`config.mk`:
```
export PLATFORM = sky130hd
export DESIGN_NAME = alu_pipe_flat
export DESIGN_NICKNAME = d
export VERILOG_FILES = /design/src/rtl/alu_pipe_if.sv /design/src/rtl/alu_pipe.sv /design/src/flat_wrapper.sv
export SDC_FILE = /design/constraint.sdc
export NUM_CORES = 1
export LEC_CHECK = 0
export BUFFER_PORTS_ARGS = -buffer_cell sky130_fd_sc_hd__buf_2
export CAP_MARGIN = 20
export CORE_AREA = 2 2 139 141
export DETAILED_ROUTE_END_ITERATION = 10
export DIE_AREA = 0 0 141 143
export PLACE_DENSITY = 0.83
export SYNTH_ARGS = -nofsm -noshare
export SYNTH_HDL_FRONTEND = slang
export SYNTH_SLANG_ARGS = --single-unit
```
`constraint.sdc`:
```
create_clock -name clk -period 14.94 [get_ports clk]
set_clock_uncertainty 0.1 [all_clocks]
set_input_delay 0 -clock clk [delete_from_list [all_inputs] [get_ports clk]]
set_output_delay 0 -clock clk [all_outputs]
set_load 0.05 [all_outputs]
```
`src/rtl/alu_pipe_if.sv`:
```
// Handshake/operand bundle between the operand latch, the ALU stage and the
// execute stage. The ALU is the slave; its producer/consumer side is master.
interface alu_pipe_if #(
  parameter int WIDTH = 64
);
  logic             in_valid;
  logic             in_ready;
  logic [1:0]       op;
  logic [WIDTH-1:0] in_a;
  logic [WIDTH-1:0] in_b;
  logic             set_cc;
  logic             out_valid;
  logic             out_ready;
  logic [WIDTH-1:0] out;
  logic [2:0]       cc;

  modport slave (
    input  in_valid, op, in_a, in_b, set_cc, out_ready,
    output in_ready, out_valid, out, cc
  );

  modport master (
    output in_valid, op, in_a, in_b, set_cc, out_ready,
    input  in_ready, out_valid, out, cc
  );
endinterface

```
`src/rtl/alu_pipe.sv`:
```
// Registered Y86-style ALU stage: ADD/SUB/AND/XOR with one cycle of latency,
// valid/ready on both sides, and a {ZF,SF,OF} condition-code register that is
// only written when an accepted transaction asks for it.
module alu_pipe #(
  parameter int         WIDTH    = 64,
  parameter logic [2:0] CC_RESET = 3'b100
) (
  input  logic        clk,
  input  logic        rst,
  alu_pipe_if.slave   bus
);
  localparam logic [1:0] OP_ADD = 2'd0;
  localparam logic [1:0] OP_SUB = 2'd1;
  localparam logic [1:0] OP_AND = 2'd2;

  logic [WIDTH-1:0] out_q, out_d;
  logic             out_valid_q;
  logic [2:0]       cc_q, cc_d;
  logic             accept;
  logic             a_s, b_s, r_s, of_d;

  // A slot opens whenever the result register is empty or being drained.
  assign bus.in_ready = !out_valid_q || bus.out_ready;
  assign accept       = bus.in_valid && bus.in_ready;

  assign bus.out       = out_q;
  assign bus.out_valid = out_valid_q;
  assign bus.cc        = cc_q;

  assign a_s = bus.in_a[WIDTH-1];
  assign b_s = bus.in_b[WIDTH-1];
  assign r_s = out_d[WIDTH-1];

  // Result and flags; B is the left operand (B op A) as in Y86 OPq.
  always_comb begin
    out_d = '0;
    of_d  = 1'b0;
    case (bus.op)
      OP_ADD: begin
        out_d = bus.in_b + bus.in_a;
        of_d  = (a_s == b_s) && (r_s != a_s);
      end
      OP_SUB: begin
        out_d = bus.in_b - bus.in_a;
        of_d  = (a_s != b_s) && (r_s != b_s);
      end
      OP_AND:  out_d = bus.in_b & bus.in_a;
      default: out_d = bus.in_b ^ bus.in_a;
    endcase
    cc_d = {(out_d == '0), r_s, of_d};
  end

  // Result register, valid flag and condition codes; reset wins over all.
  always_ff @(posedge clk) begin
    if (rst) begin
      out_q       <= '0;
      out_valid_q <= 1'b0;
      cc_q        <= CC_RESET;
    end else begin
      if (accept) begin
        out_q       <= out_d;
        out_valid_q <= 1'b1;
        if (bus.set_cc) cc_q <= cc_d;
      end else if (bus.out_ready) begin
        out_valid_q <= 1'b0;
      end
    end
  end
endmodule

```
`src/flat_wrapper.sv`:
```
// flat-port wrapper written by rule: the top's interface ports become plain ports
module alu_pipe_flat 
#(
  parameter int         WIDTH    = 64,
  parameter logic [2:0] CC_RESET = 3'b100
)
  (clk, rst, bus_in_valid, bus_op, bus_in_a, bus_in_b, bus_set_cc, bus_out_ready, bus_in_ready, bus_out_valid, bus_out, bus_cc);
  alu_pipe_if #(.WIDTH(WIDTH)) bus_i ();
  input  logic clk;
  input  logic rst;
  input wire logic [$bits(bus_i.in_valid)-1:0] bus_in_valid;
  input wire logic [$bits(bus_i.op)-1:0] bus_op;
  input wire logic [$bits(bus_i.in_a)-1:0] bus_in_a;
  input wire logic [$bits(bus_i.in_b)-1:0] bus_in_b;
  input wire logic [$bits(bus_i.set_cc)-1:0] bus_set_cc;
  input wire logic [$bits(bus_i.out_ready)-1:0] bus_out_ready;
  output wire logic [$bits(bus_i.in_ready)-1:0] bus_in_ready;
  output wire logic [$bits(bus_i.out_valid)-1:0] bus_out_valid;
  output wire logic [$bits(bus_i.out)-1:0] bus_out;
  output wire logic [$bits(bus_i.cc)-1:0] bus_cc;
  assign bus_i.in_valid = bus_in_valid;
  assign bus_i.op = bus_op;
  assign bus_i.in_a = bus_in_a;
  assign bus_i.in_b = bus_in_b;
  assign bus_i.set_cc = bus_set_cc;
  assign bus_i.out_ready = bus_out_ready;
  assign bus_in_ready = bus_i.in_ready;
  assign bus_out_valid = bus_i.out_valid;
  assign bus_out = bus_i.out;
  assign bus_cc = bus_i.cc;
  alu_pipe #(.WIDTH(WIDTH), .CC_RESET(CC_RESET)) u_core (.clk(clk), .rst(rst), .bus(bus_i));
endmodule
```
Yosys cells after proc, flatten, opt, wreduce, memory -nomap -nowiden
Index checks and enable logic that the tools add are counted.
Storage, ports and cells
  register bits after elaboration: 68
  input bits: 135
  word-level logic and storage cells: 26
  output and inout bits: 69
Operators by class
  add/sub/neg operators: 2
  bitwise gates (word level): 2
  reductions and logical operators: 9
  equality and inequality tests: 6
  muxes and demuxes: 4
Operators with widths (number)
  $pmux W64 S3: 1
  $add A64 B64 Y64: 1
  $and A64 B64 Y64: 1
  $logic_not A64 Y1: 1
  $sub A64 B64 Y64: 1
  $xor A64 B64 Y64: 1
  $logic_and A1 B1 Y1: 3
  $ne A1 B1 Y1: 3
  $eq A2 B1 Y1 const B: 1
  $eq A2 B2 Y1 const B: 1
  $logic_not A2 Y1: 1
  $mux W1: 2
  $pmux W1 S2: 1
  $reduce_and A2 Y1: 1
  $reduce_bool A2 Y1: 1
  $eq A1 B1 Y1: 1
  $logic_not A1 Y1: 1
  $logic_or A1 B1 Y1: 1

Logic depth before layout (Yosys ltp)
Gate-level depths: netlist (run 1).
  depth in word-level cells: 5
  gate-level depth with buffers: 26
  depth with buffers taken out: 25

Worst setup path before layout (run 1)
No wires, ideal clock.
  path type: input to register
  from: input port bus_op[0]
  to: register u_core.cc_q[2], in the netlist u_core.bus.cc[2]
  required time: 14.771 ns
  slack: 10.043 ns
  cell stages on the path: 23
  path buffers: 8
  arrival: 4.728 ns
  setup time: 0.069 ns
  path through: clkbuf_1 -> buf_2 -> buf_2 -> buf_2 -> buf_2 -> nor2b_1 -> clkbuf_1 -> clkbuf_1 -> a21oi_1 -> xnor2_1 -> ha_1 -> buf_2 -> nand2_2 -> or4_1 -> nor2_1 -> o21ai_1 -> nand2_1 -> mux2_2 -> or4_1 -> nor4b_1 -> and4bb_1 -> nand4_1 -> o21ai_1
On the way
  cells in the longest elaborated chain, start to end: 3
  elaborated cells on any way between the ends: 5
  those cells by class: eq/ne (2); mux (1); reduce/logical (2)
RTL lines
  from (decl): RTL line flat_wrapper.sv:12  | input wire logic [$bits(bus_i.op)-1:0] bus_op;
  $eq A2 B2 Y1, or another cell as far along: RTL line alu_pipe.sv:38  | case (bus.op)
  $pmux W64 S3 (*): RTL line alu_pipe.sv:38
  $logic_not A64 Y1 (*): RTL line alu_pipe.sv:50  | cc_d = {(out_d == '0), r_s, of_d};
  to (signal assigned): RTL line alu_pipe.sv:58  | cc_q <= CC_RESET;
  to (signal assigned): RTL line alu_pipe.sv:63  | if (bus.set_cc) cc_q <= cc_d;
  to (decl): RTL line alu_pipe.sv:18  | logic [2:0] cc_q, cc_d;
Mark *: on every way between the ends. The rest lies on a longest branch, timed or not.
A chain may end at the register's enable or synchronous reset.

Worst setup path after layout (run 1)
  from: input port bus_in_a[0]
  to: register u_core.cc_q[2], in the netlist u_core.bus.cc[2]
On the way
  cells in the longest elaborated chain, start to end: 3
  elaborated cells on any way between the ends: 6
  those cells by class: add/sub (2); mux (1); bitwise (2); reduce/logical (1)
RTL lines
  from (decl): RTL line flat_wrapper.sv:13  | input wire logic [$bits(bus_i.in_a)-1:0] bus_in_a;
  $sub A64 B64 Y64, or another cell as far along: RTL line alu_pipe.sv:44  | out_d = bus.in_b - bus.in_a;
  $pmux W64 S3 (*): RTL line alu_pipe.sv:38
  $logic_not A64 Y1 (*): RTL line alu_pipe.sv:50
Marked as above.

==> metrics.md, run 1 <==
| Metric | Value |
|---|---|
| FF-to-FF Start | u_core.bus.out_valid |
| Post-synthesis compound-gate area fraction | 0.303 |
| Fraction of synthesized cell area in xor and xnor cells | 0.0692 |
| Avg Cell Area, Syn | 7.14 um^2 |
| Worst path top cell family by delay | simple AND/OR/NAND/NOR gates |
| WL final | 42,400 um |
| DRC viols | 0 |
| Chip width | 141 um |
| Mapped cell area | 11,000 um^2 |
| Pre-CTS setup slack | 8960 ps |
| Yosys warns | 0 |
| First-pass GRT wire length | 64,700 um |
| CP max-delay cell | nor4_1 |
| Design Area, Final | 12,400 um^2 |
| Critical Path Source Type | primary input |
| Post-Layout Cell Count | 1,914 |
| Slowest stage delay, CP | 720 ps |
| Initial antenna violation count | 0 |
| Worst-Margin Slew | 1040 ps |
| Setup_tns | 0 ps |
| TritonCTS buffer count | 9 |
| Status | finished clean |
| Chip height | 143 um |
| Placed cell area | 12,000 um^2 |
| Synth Area in Simple Gates | 0.258 |
| WP data arrival | 6020 ps |
| # setup viols final | 0 |
| Synth-to-layout area growth | 12.3% |
| Max-Cap Viols | 0 |
| Worst R2R End | u_core.bus.cc[2] |
| Worst path cell trace | buf_2 > inv_1 > ha_1 > nor2b_1 > and4_1 > nand4_1 > or2_1 > nor2_1 > nand2_1 > nor3_2 > nand3_1 > nor4b_2 > nor2_1 > xnor2_1 > ha_1 > nand4_1 > nor4_1 > o211ai_1 > and3_1 > o41a_1 > o2111ai_1 > and4bb_1 > nand4_1 > o21ai_1 |
| Pwr Total | 1.07 mW |
| Crit path capture type | flop |
| Worst Path Class, Setup | in -> reg |
| #FFs+latches synth | 68 |
| Worst hold path endpoint | u_core.bus.cc[0] |
| Antenna cells | 0 |
| Tot GR Track Use | 0.408 |
| Port Buf Inserts | 203 |
| Min-Delay Path Depth | 3 |
| Clock transition at the registers of the reported paths | 60 ps |
| Clock Tree Buf Depth | 2 |
| Initial cell density of the core | 0.593 |
| Crit path max fanout | 10 |
| CTS Root Cell | clkbuf_16 |
| Final Hold Viols | 0 |
| Mux share of post-synthesis cell area | 0.0547 |
| Hold Path Class | in -> reg |
| Commonest cells after routing, fill and taps aside | buf_2 (201), nor2_1 (165), nand2_1 (152), a21oi_1 (139), ha_1 (128) |
| Top FF cell, synth | dfxtp_1 |
| WP buf/inv | 2 |
| Placed cell count | 1,896 |
| Remaining antenna violation count | 0 |
| Peak Freq | 170 MHz |
| Leak pwr | 5.40 nW |
| Vias in the first global route | 11,600 |
| Starting DRC count in detailed routing | 1,628 |
| GR Overflow Total | 0 |
| CP most frequent cell | nand4_1 |
| Seq/Total Area, Yosys | 0.124 |
| Asr flop ratio synth | 0 |
| Synth Area in Adders | 0.147 |
| Row cnt | 50 |
| Tcrit/Tclk final | 0.395 |
| Slew Limit Fails | 0 |
| Routed wire per std cell | 22.1 um |
| Syn_nets | 1,806 |
| CTS H-tree depth | 3 |
| WP data required | 15,060 ps |
| Largest family of logic cells by synthesized area | compound AO/OA/AOI/OAI gates |
| Via count | 13,100 |
| Share of layout cells above drive strength 1 | 0.167 |
| Clk sinks | 68 |
| DP HPWL | 34,300 um |
| Largest net degree at the start of global routing | 90 |
| Clk_lat worst skew | 330 ps |
| CTS tree | yes |
| Synth Instances | 1,542 |
| Cell variety after synth | 88 |
| Drt via density | 6.82 |
| RSZ-0062 raised after global routing | no |
| CORE AREA | 18,600 um^2 |
| Post-synth EDFFs | 0 |
| Pwr dens | 86.1 nW/um^2 |
| Nets | 1,939 |
| VDD IR max | 0.0504 mV |
| R2R depth | 11 |
| R2r setup slk | 11,670 ps |
| DIE AREA | 20,200 um^2 |
| Beginning of the worst hold path | bus_set_cc |
| Min Tclk post-route | 5900 ps |
| Resized cells post-CTS | 0 |
| Post-route setup slack | 9040 ps |
| Most common cell after layout, fill and taps aside | buf_2 |
| RD Place Congestion | 1.03 |
| DRT Pass-1 Iters | 7 |
| Top-Level Pins | 204 |
| Worst slew margin | 0.295 |
## power breakdown
part / total, mW / leakage (nW) / internal, mW / switching, mW
Clock: 0.228 / 0.148 / 0.147 / 0.0814
Sequential: 0.210 / 0.563 / 0.199 / 0.0112
Combinational: 0.627 / 4.68 / 0.206 / 0.421
## metrics by stage
stage / utilization / hold slack [ps]
floorplan: - / 29.5
global placement: 0.647 / 154
detailed placement: 0.647 / 161
CTS: 0.666 / 22.5
global route: 0.666 / 42.6
finish: 0.666 / 22.3
## synthesized netlist by cell type, drive strengths merged, types with 12 or more instances
master,n,share of area
o21bai,12,0.0082
nand3,30,0.014
a21o,20,0.014
a211oi,48,0.033
clkbuf,67,0.023
a31oi,19,0.011
xnor2,51,0.041
o31ai,22,0.015
and3,13,0.0074
nor2b,20,0.012
mux2,17,0.017
nand4,46,0.027
or3,20,0.011
xor2,36,0.029
nor2,165,0.056
o21a,20,0.014
nand2,153,0.052
nand2b,22,0.013
dfxtp,68,0.12
ha,128,0.15
nor3,41,0.020
mux2i,41,0.037
inv,29,0.0099
buf,26,0.012
a21oi,145,0.070
o21ai,100,0.046
o211ai,29,0.020
## layout make-up
class                   count  area, um^2
clock buffers               9         225
clock inverters             7         100
fillers                  1681        6210
inverters                  29         109
multi-input cells        1352        9160
flip-flops and latches     68        1360
well taps                 234         293
repair buffers            215        1120
## state kept, by name, summed over array words and instances, names as in the netlist
name / cells
u_core.bus.cc: 3
u_core.bus.out: 64
u_core.bus.out_valid: 1
## what timing repair did
action	4_1_cts	5_1_grt
endpoints found under the hold margin	1	0
buffers inserted	0	0
hold buffers	2	0
## worst max-delay path by stage
stage | start | to | slack [ps] | depth (start not counted)
floorplan | bus_op[0] | u_core.bus.cc[2] | 10040 | 23
global placement | bus_in_a[12] | u_core.bus.cc[0] | 9100 | 22
detailed placement | bus_in_a[0] | u_core.bus.cc[0] | 8960 | 25
CTS | bus_in_a[0] | u_core.bus.cc[0] | 9300 | 25
global route | bus_in_a[1] | u_core.bus.cc[0] | 8720 | 25
finish | bus_in_a[0] | u_core.bus.cc[2] | 9040 | 24
## layer usage
layer,global-route usage,vias up,part of all wire
met5,0,-,0
met4,0.139,0,0.037
met3,0.108,126,0.12
met2,0.605,829,0.41
met1,0.572,6036,0.43
li1,-,6066,-
## worst reg2reg max path, cell delays in order, from the launching register on
cell,delay (ps)
dfxtp_1,310
nand2b_1,130
and2_2,310
nand2_1,230
nor4b_1,310
o211a_1,190
nand4_1,140
or4_1,540
nor4b_1,420
and4bb_1,280
nand4_1,110
o21ai_1,150
## cell families after synthesis
family	Yosys count
adder cells (fa/ha/maj)	129
XOR/XNOR	87
buffers and inverters	122
flip-flops	68
AO/OA/AOI/OAI	502
AND/OR/NAND/NOR	576
multiplexers	58
No activity file was read; power rests on OpenSTA's default activity.
==> run 2, diff against run 1 <==
--- a/config.mk
+++ b/config.mk
@@ -5,12 +5,13 @@
 export SDC_FILE = /design/constraint.sdc
 export NUM_CORES = 1
 export LEC_CHECK = 0
+export ABC_AREA = 1
 export BUFFER_PORTS_ARGS = -buffer_cell sky130_fd_sc_hd__buf_2
 export CAP_MARGIN = 20
-export CORE_AREA = 2 2 139 141
+export CORE_AREA = 2 2 147 149
 export DETAILED_ROUTE_END_ITERATION = 10
-export DIE_AREA = 0 0 141 143
-export PLACE_DENSITY = 0.83
+export DIE_AREA = 0 0 149 151
+export PLACE_DENSITY = 0.81
 export SYNTH_ARGS = -nofsm -noshare
 export SYNTH_HDL_FRONTEND = slang
 export SYNTH_SLANG_ARGS = --single-unit
==> constraint.sdc (replaced) <==
create_clock -name clk -period 6 [get_ports clk]
set_clock_uncertainty 0.1 [all_clocks]
set_input_delay 0 -clock clk [delete_from_list [all_inputs] [get_ports clk]]
set_output_delay 0 -clock clk [all_outputs]
set_load 0.05 [all_outputs]
==> run 2 against run 1 <==
Die area up 12%. Register-to-register slack worse by 8600 ps. Via count up 16%. Count of clock-buffer cells in the layout unchanged. Total power up 140%. Wire length up 21%. Non-clock buffer count down 5. Sequential share of layout area down 1.0 points. Synthesized cell count up 41%. Flip-flop and latch count unchanged. Combinational power up 150%. Utilization down 1.1 points. Critical path type unchanged. Largest cell class unchanged.
==> metrics.md, run 2 <==
| Metric | Value |
|---|---|
| RSZ-0062 raised after global routing | no |
| Largest net degree at the start of global routing | 94 |
| Drt via density | 5.78 |
| CTS H-tree depth | 3 |
| Post-route setup slack | 1590 ps |
| Tot GR Track Use | 0.441 |
| Slowest stage delay, CP | 370 ps |
| Min Tclk post-route | 4410 ps |
| GR Overflow Total | 0 |
| TritonCTS buffer count | 9 |
| RD Place Congestion | 1.03 |
| Mapped cell area | 12,100 um^2 |
| Placed cell count | 2,607 |
| Max-Cap Viols | 0 |
| VDD IR max | 0.177 mV |
| Pwr dens | 190 nW/um^2 |
| # setup viols final | 0 |
| Clock transition at the registers of the reported paths | 60 ps |
| WP data arrival | 4590 ps |
| Initial antenna violation count | 3 |
| Status | finished clean |
| Commonest cells after routing, fill and taps aside | nand2_1 (593), inv_1 (397), nor2_1 (301), buf_2 (203), nand3_1 (151) |
| DRC viols | 0 |
| # fillers | 1,973 |
| Chip width | 149 um |
| Worst Path Class, Setup | in -> reg |
| Syn_nets | 2,433 |
| CTS tree | yes |
| Fraction of synthesized cell area in xor and xnor cells | 0.0457 |
| CP max-delay cell | ha_1 |
| Most common cell in the netlist | nand2_1 |
| Seq/Total Area, Yosys | 0.113 |
| Asr flop ratio synth | 0 |
| Worst slew margin | 0.295 |
| Post-Layout Cell Count | 2,629 |
| Post-synth EDFFs | 0 |
| WL final | 51,300 um |
| #FFs+latches synth | 68 |
| WHS | 50.9 ps |
| Hold Path Class | in -> reg |
| Final Hold Viols | 0 |
| Port Buf Inserts | 203 |
| First-pass GRT wire length | 75,600 um |
| Synth Area in Simple Gates | 0.419 |
| Util after Layout | 0.654 |
| CP most frequent cell | nand2_1 |
| Yosys warns | 0 |
| Remaining antenna violation count | 0 |
| Flip-flop count of the largest register after layout | 64 |
| Synth Instances | 2,169 |
| DIE AREA | 22,500 um^2 |
| Largest family of logic cells by synthesized area | simple AND/OR/NAND/NOR gates |
| WP data required | 6170 ps |
| Row cnt | 53 |
| Top-Level Pins | 204 |
| Pre-CTS setup slack | 1450 ps |
| CTS Root Cell | clkbuf_16 |
| DRT Pass-1 Iters | 7 |
| Synth-to-layout area growth | 12.8% |
| Starting DRC count in detailed routing | 1,561 |
| Design Area, Final | 13,600 um^2 |
| Peak Freq | 227 MHz |
| Routed wire per std cell | 19.5 um |
| Top FF cell, synth | dfxtp_1 |
| Sequential Area | 1360 um^2 |
| Crit path capture type | flop |
| Leak pwr | 7.79 nW |
| Synth Area in Adders | 0.134 |
| Post-synthesis compound-gate area fraction | 0.147 |
| Avg Cell Area, Syn | 5.57 um^2 |
| Area of the multi-input gates | 9010 um^2 |
| Crit path max fanout | 5 |
| Via count | 15,200 |
| Chip height | 151 um |
| Nets | 2,610 |
| Synth area leaders | nand2_1 (18%), ha_1 (13%), inv_1 (12%), dfxtp_1 (11%), nor2_1 (9.4%) |
| Area leader, netlist | nand2_1 |
| Vias in the first global route | 14,200 |
| Top cells by count, synth | nand2_1 (593), inv_1 (398), nor2_1 (301), nand3_1 (151), ha_1 (128) |
| Resized cells post-CTS | 0 |
| Share of layout cells above drive strength 1 | 0.129 |
| Setup_tns | 0 ps |
| Placed cell area | 13,300 um^2 |
| Synth top area share | 0.184 |
| Critical Path Source Type | primary input |
| Slew Limit Fails | 0 |
| Initial cell density of the core | 0.580 |
| Pwr Total | 2.58 mW |
| Cell variety after synth | 45 |
| Tcrit/Tclk final | 0.736 |
| Clk_lat worst skew | 330 ps |
| Worst-Margin Slew | 1060 ps |
| Most common cell after layout, fill and taps aside | nand2_1 |
| Clock Tree Buf Depth | 2 |
| DP HPWL | 42,200 um |
| Mux share of post-synthesis cell area | 0 |
| Clk sinks | 68 |
| CORE AREA | 20,800 um^2 |
==> run 2: cell count changes in the layout (fill, tap and decap cells not counted), sizes merged, moves of 28 or more <==
cell,before,now
a21oi,145,91
o21ai,100,72
inv,29,412
nor2,165,324
mux2i,41,0
a211oi,48,1
a22o,0,54
xnor2,51,20
nand3,30,158
nand2,153,612
nand4,46,18
==> run 2: path summary, 6_finish.rpt <==
path                            slack [ps]            startpoint                end  cells past startpoint
worst max-delay path                  1590           bus_in_a[1]   u_core.bus.cc[2]                     35
worst min-delay path                    50            bus_set_cc   u_core.bus.cc[0]                      6
worst max register to register        3040  u_core.bus.out_valid   u_core.bus.cc[2]                     16
worst min register to register         410     u_core.bus.out[9]  u_core.bus.out[9]                      2
==> run 2: final cells by class <==
| cell class | count | area share |
|---|---|---|
| diodes | 3 | 0.000551 |
| well taps | 275 | 0.0253 |
| flip-flops and latches | 68 | 0.0999 |
| inverters | 409 | 0.113 |
| repair buffers | 210 | 0.0794 |
| clock inverters | 7 | 0.00422 |
| clock buffers | 9 | 0.0165 |
| multi-input cells | 1648 | 0.661 |
==> run 2: cells by family (layout without fill, tap and decap cells) <==
logic type | count (synthesis) | in the layout
other | 0 | 3
buffers and inverters | 453 | 635
DFF | 68 | 68
and+or+nand+nor | 1180 | 1180
AOI/OAI and AO/OA | 276 | 276
adders and majority gates | 129 | 129
xor gates and xnor gates | 63 | 63
==> run 2: report_power, final <==
| group | total [mW] | internal [mW] | switching, mW |
|---|---|---|---|
| logic | 1.55 | 0.449 | 1.10 |
| clock network | 0.508 | 0.285 | 0.222 |
| registers | 0.521 | 0.495 | 0.0253 |
| total | 2.58 | 1.23 | 1.35 |
==> run 2: layer usage <==
metal,GRT usage,vias up,share of wire
li1,-,7271,-
met1,0.490,6741,0.36
met2,0.735,937,0.45
met3,0.0678,256,0.087
met4,0.385,0,0.10
met5,0,-,0
==> run 2: timing repair <==
| item | in CTS | in global routing |
|---|---|---|
| buffers inserted | 0 | 0 |
| endpoints found under the hold margin | 2 | 0 |
| hold buffers | 2 | 0 |
==> run 2: critical path: cells and delay by family <==
kind	cells	cell delay (ps)
AOI/OAI and AO/OA	1	100
xor gates and xnor gates	1	110
adders and majority gates	2	570
buffers and inverters	4	440
and+or+nand+nor	27	3350
==> run 3, diff against run 2 <==
==> constraint.sdc (replaced) <==
create_clock -name clk -period 4.2 [get_ports clk]
set_clock_uncertainty 0.1 [all_clocks]
set_input_delay 0 -clock clk [delete_from_list [all_inputs] [get_ports clk]]
set_output_delay 0 -clock clk [all_outputs]
set_load 0.05 [all_outputs]
==> run 3 against run 2 <==
Total power rose by 59%. Count of clock-buffer cells in the layout is 4 higher. Cell count is 6.0% higher. Setup slack worse by 1500 ps. Global-route usage increased by 0.57 points. Largest power group unchanged. Highest routed layer unchanged.
==> metrics.md, run 3 (synthesis results as in run 2) <==
| Metric | Value |
|---|---|
| Tot GR Track Use | 0.446 |
| Pwr Total | 4.10 mW |
| Pre-CTS setup slack | -340 ps |
| Row cnt | 53 |
| Starting DRC count in detailed routing | 1,412 |
| Chip width | 149 um |
| DIE AREA | 22,500 um^2 |
| WP buf/inv | 7 |
| Slew Limit Fails | 0 |
| Drt via density | 5.69 |
| DRT Pass-1 Iters | 6 |
| First-pass GRT wire length | 77,200 um |
| # setup viols final | 0 |
| Hold Path Class | in -> reg |
| Clock Tree Buf Depth | 2 |
| Flip-flop count of the largest register after layout | 64 |
| Min Tclk post-route | 4070 ps |
| Worst Path Class, Setup | in -> reg |
| Clk_lat worst skew | 340 ps |
| Slowest stage delay, CP | 360 ps |
| Critical Path Source Type | primary input |
| Share of layout cells above drive strength 1 | 0.216 |
| CORE AREA | 20,800 um^2 |
| WL final | 52,300 um |
| Initial antenna violation count | 2 |
| Chip height | 151 um |
| Remaining antenna violation count | 0 |
| CP most frequent cell | nor2_4 |
| Design Area, Final | 15,200 um^2 |
| TritonCTS buffer count | 9 |
| Worst-Margin Slew | 1020 ps |
| CP max-delay cell | ha_1 |
| Leak pwr | 8.66 nW |
| Largest net degree at the start of global routing | 94 |
| Nets | 2,768 |
| GR Overflow Total | 0 |
| RD Place Congestion | 1.08 |
| Commonest cells after routing, fill and taps aside | nand2_1 (579), inv_1 (393), nor2_1 (274), buf_2 (203), buf_4 (163) |
| Crit path max fanout | 4 |
| VDD IR max | 0.234 mV |
| Max-Cap Viols | 0 |
| Initial cell density of the core | 0.580 |
| WP data required | 4320 ps |
| # fillers | 1,808 |
| RSZ-0062 raised after global routing | yes |
| Placed cell area | 14,400 um^2 |
| DRC viols | 0 |
| Port Buf Inserts | 203 |
| Routed wire per std cell | 18.8 um |
| Worst path top cell family by delay | simple AND/OR/NAND/NOR gates |
| Status | finished clean |
| WP data arrival | 4190 ps |
| Post-route setup slack | 126 ps |
| Worst slew margin | 0.320 |
| Tcrit/Tclk final | 0.970 |
| Peak Freq | 245 MHz |
| Synth-to-layout area growth | 26.2% |
| CTS Root Cell | clkbuf_16 |
| Vias in the first global route | 14,700 |
| Setup_tns | 0 ps |
| Crit path capture type | flop |
| Clock transition at the registers of the reported paths | 60 ps |
| Most common cell after layout, fill and taps aside | nand2_1 |
| Final Hold Viols | 0 |
| CTS tree | yes |
| Top-Level Pins | 204 |
| CTS H-tree depth | 3 |
| DP HPWL | 42,600 um |
| Via count | 15,900 |
| Pwr dens | 269 nW/um^2 |
| Clk sinks | 68 |
[run 3: metal layers]
layer	global-route usage	part of all wire	vias up
met5	0	0	-
met4	0.408	0.11	0
met3	0.0660	0.083	278
met2	0.741	0.44	993
met1	0.494	0.36	6996
li1	-	-	7590
[run 3: worst paths after layout]
| check | to | start | cells past startpoint | slack, ps |
|---|---|---|---|---|
| hold / removal | u_core.bus.cc[0] | bus_in_b[63] | 5 | 10 |
| setup / recovery | u_core.bus.out[46] | bus_in_a[1] | 30 | 130 |
| hold reg to reg | u_core.bus.cc[2] | u_core.bus.cc[2] | 2 | 380 |
| setup reg to reg | u_core.bus.cc[2] | u_core.bus.out_valid | 16 | 1770 |
[run 3: power breakdown]
group / total [mW] / internal [mW] / switching, mW
combinational: 2.50 / 0.838 / 1.66
clock: 0.858 / 0.569 / 0.290
sequential: 0.743 / 0.708 / 0.0347
[run 3: metrics by stage]
step | utilization | cells | hold slack [ps]
floorplan | - | 2169 | 118
finish | 0.732 | 2787 | 10.2
global placement | 0.693 | 2758 | 193
detailed placement | 0.693 | 2758 | 225
global route | 0.732 | 2785 | 46.8
CTS | 0.710 | 2776 | 6.61
[run 3: repair_timing]
action | in CTS | in global routing
buffers inserted | 0 | 8
setup endpoints to repair | 1 | 22
pin swaps | 0 | 25
hold endpoints to repair | 2 | 0
resized for setup | 1 | 102
hold buffers | 2 | 0
[run 3: final cells by class]
type,instances,area (um^2),share of cell area
multi-input cells,1648,9400,0.617
repair buffers,368,2260,0.148
inverters,409,1540,0.101
flip-flops and latches,68,1360,0.0893
well taps,275,344,0.0226
clock buffers,13,270,0.0177
clock inverters,3,67.6,0.00443
diodes,3,7.51,0.000492
[run 3: worst reg2reg max path, cell delays in order (launching register included)]
cell     delay, ps
dfxtp_1        320
nand2_1        120
nand2_1         80
buf_4          260
inv_2           90
nand2_1        130
inv_1          210
nand3_1        100
nor2_1          90
nand3_1         80
nor2_1         120
nand3_1        210
nor3_2         160
nand3_1         90
nor2_1          90
nand3_1         70
nand2_1         60
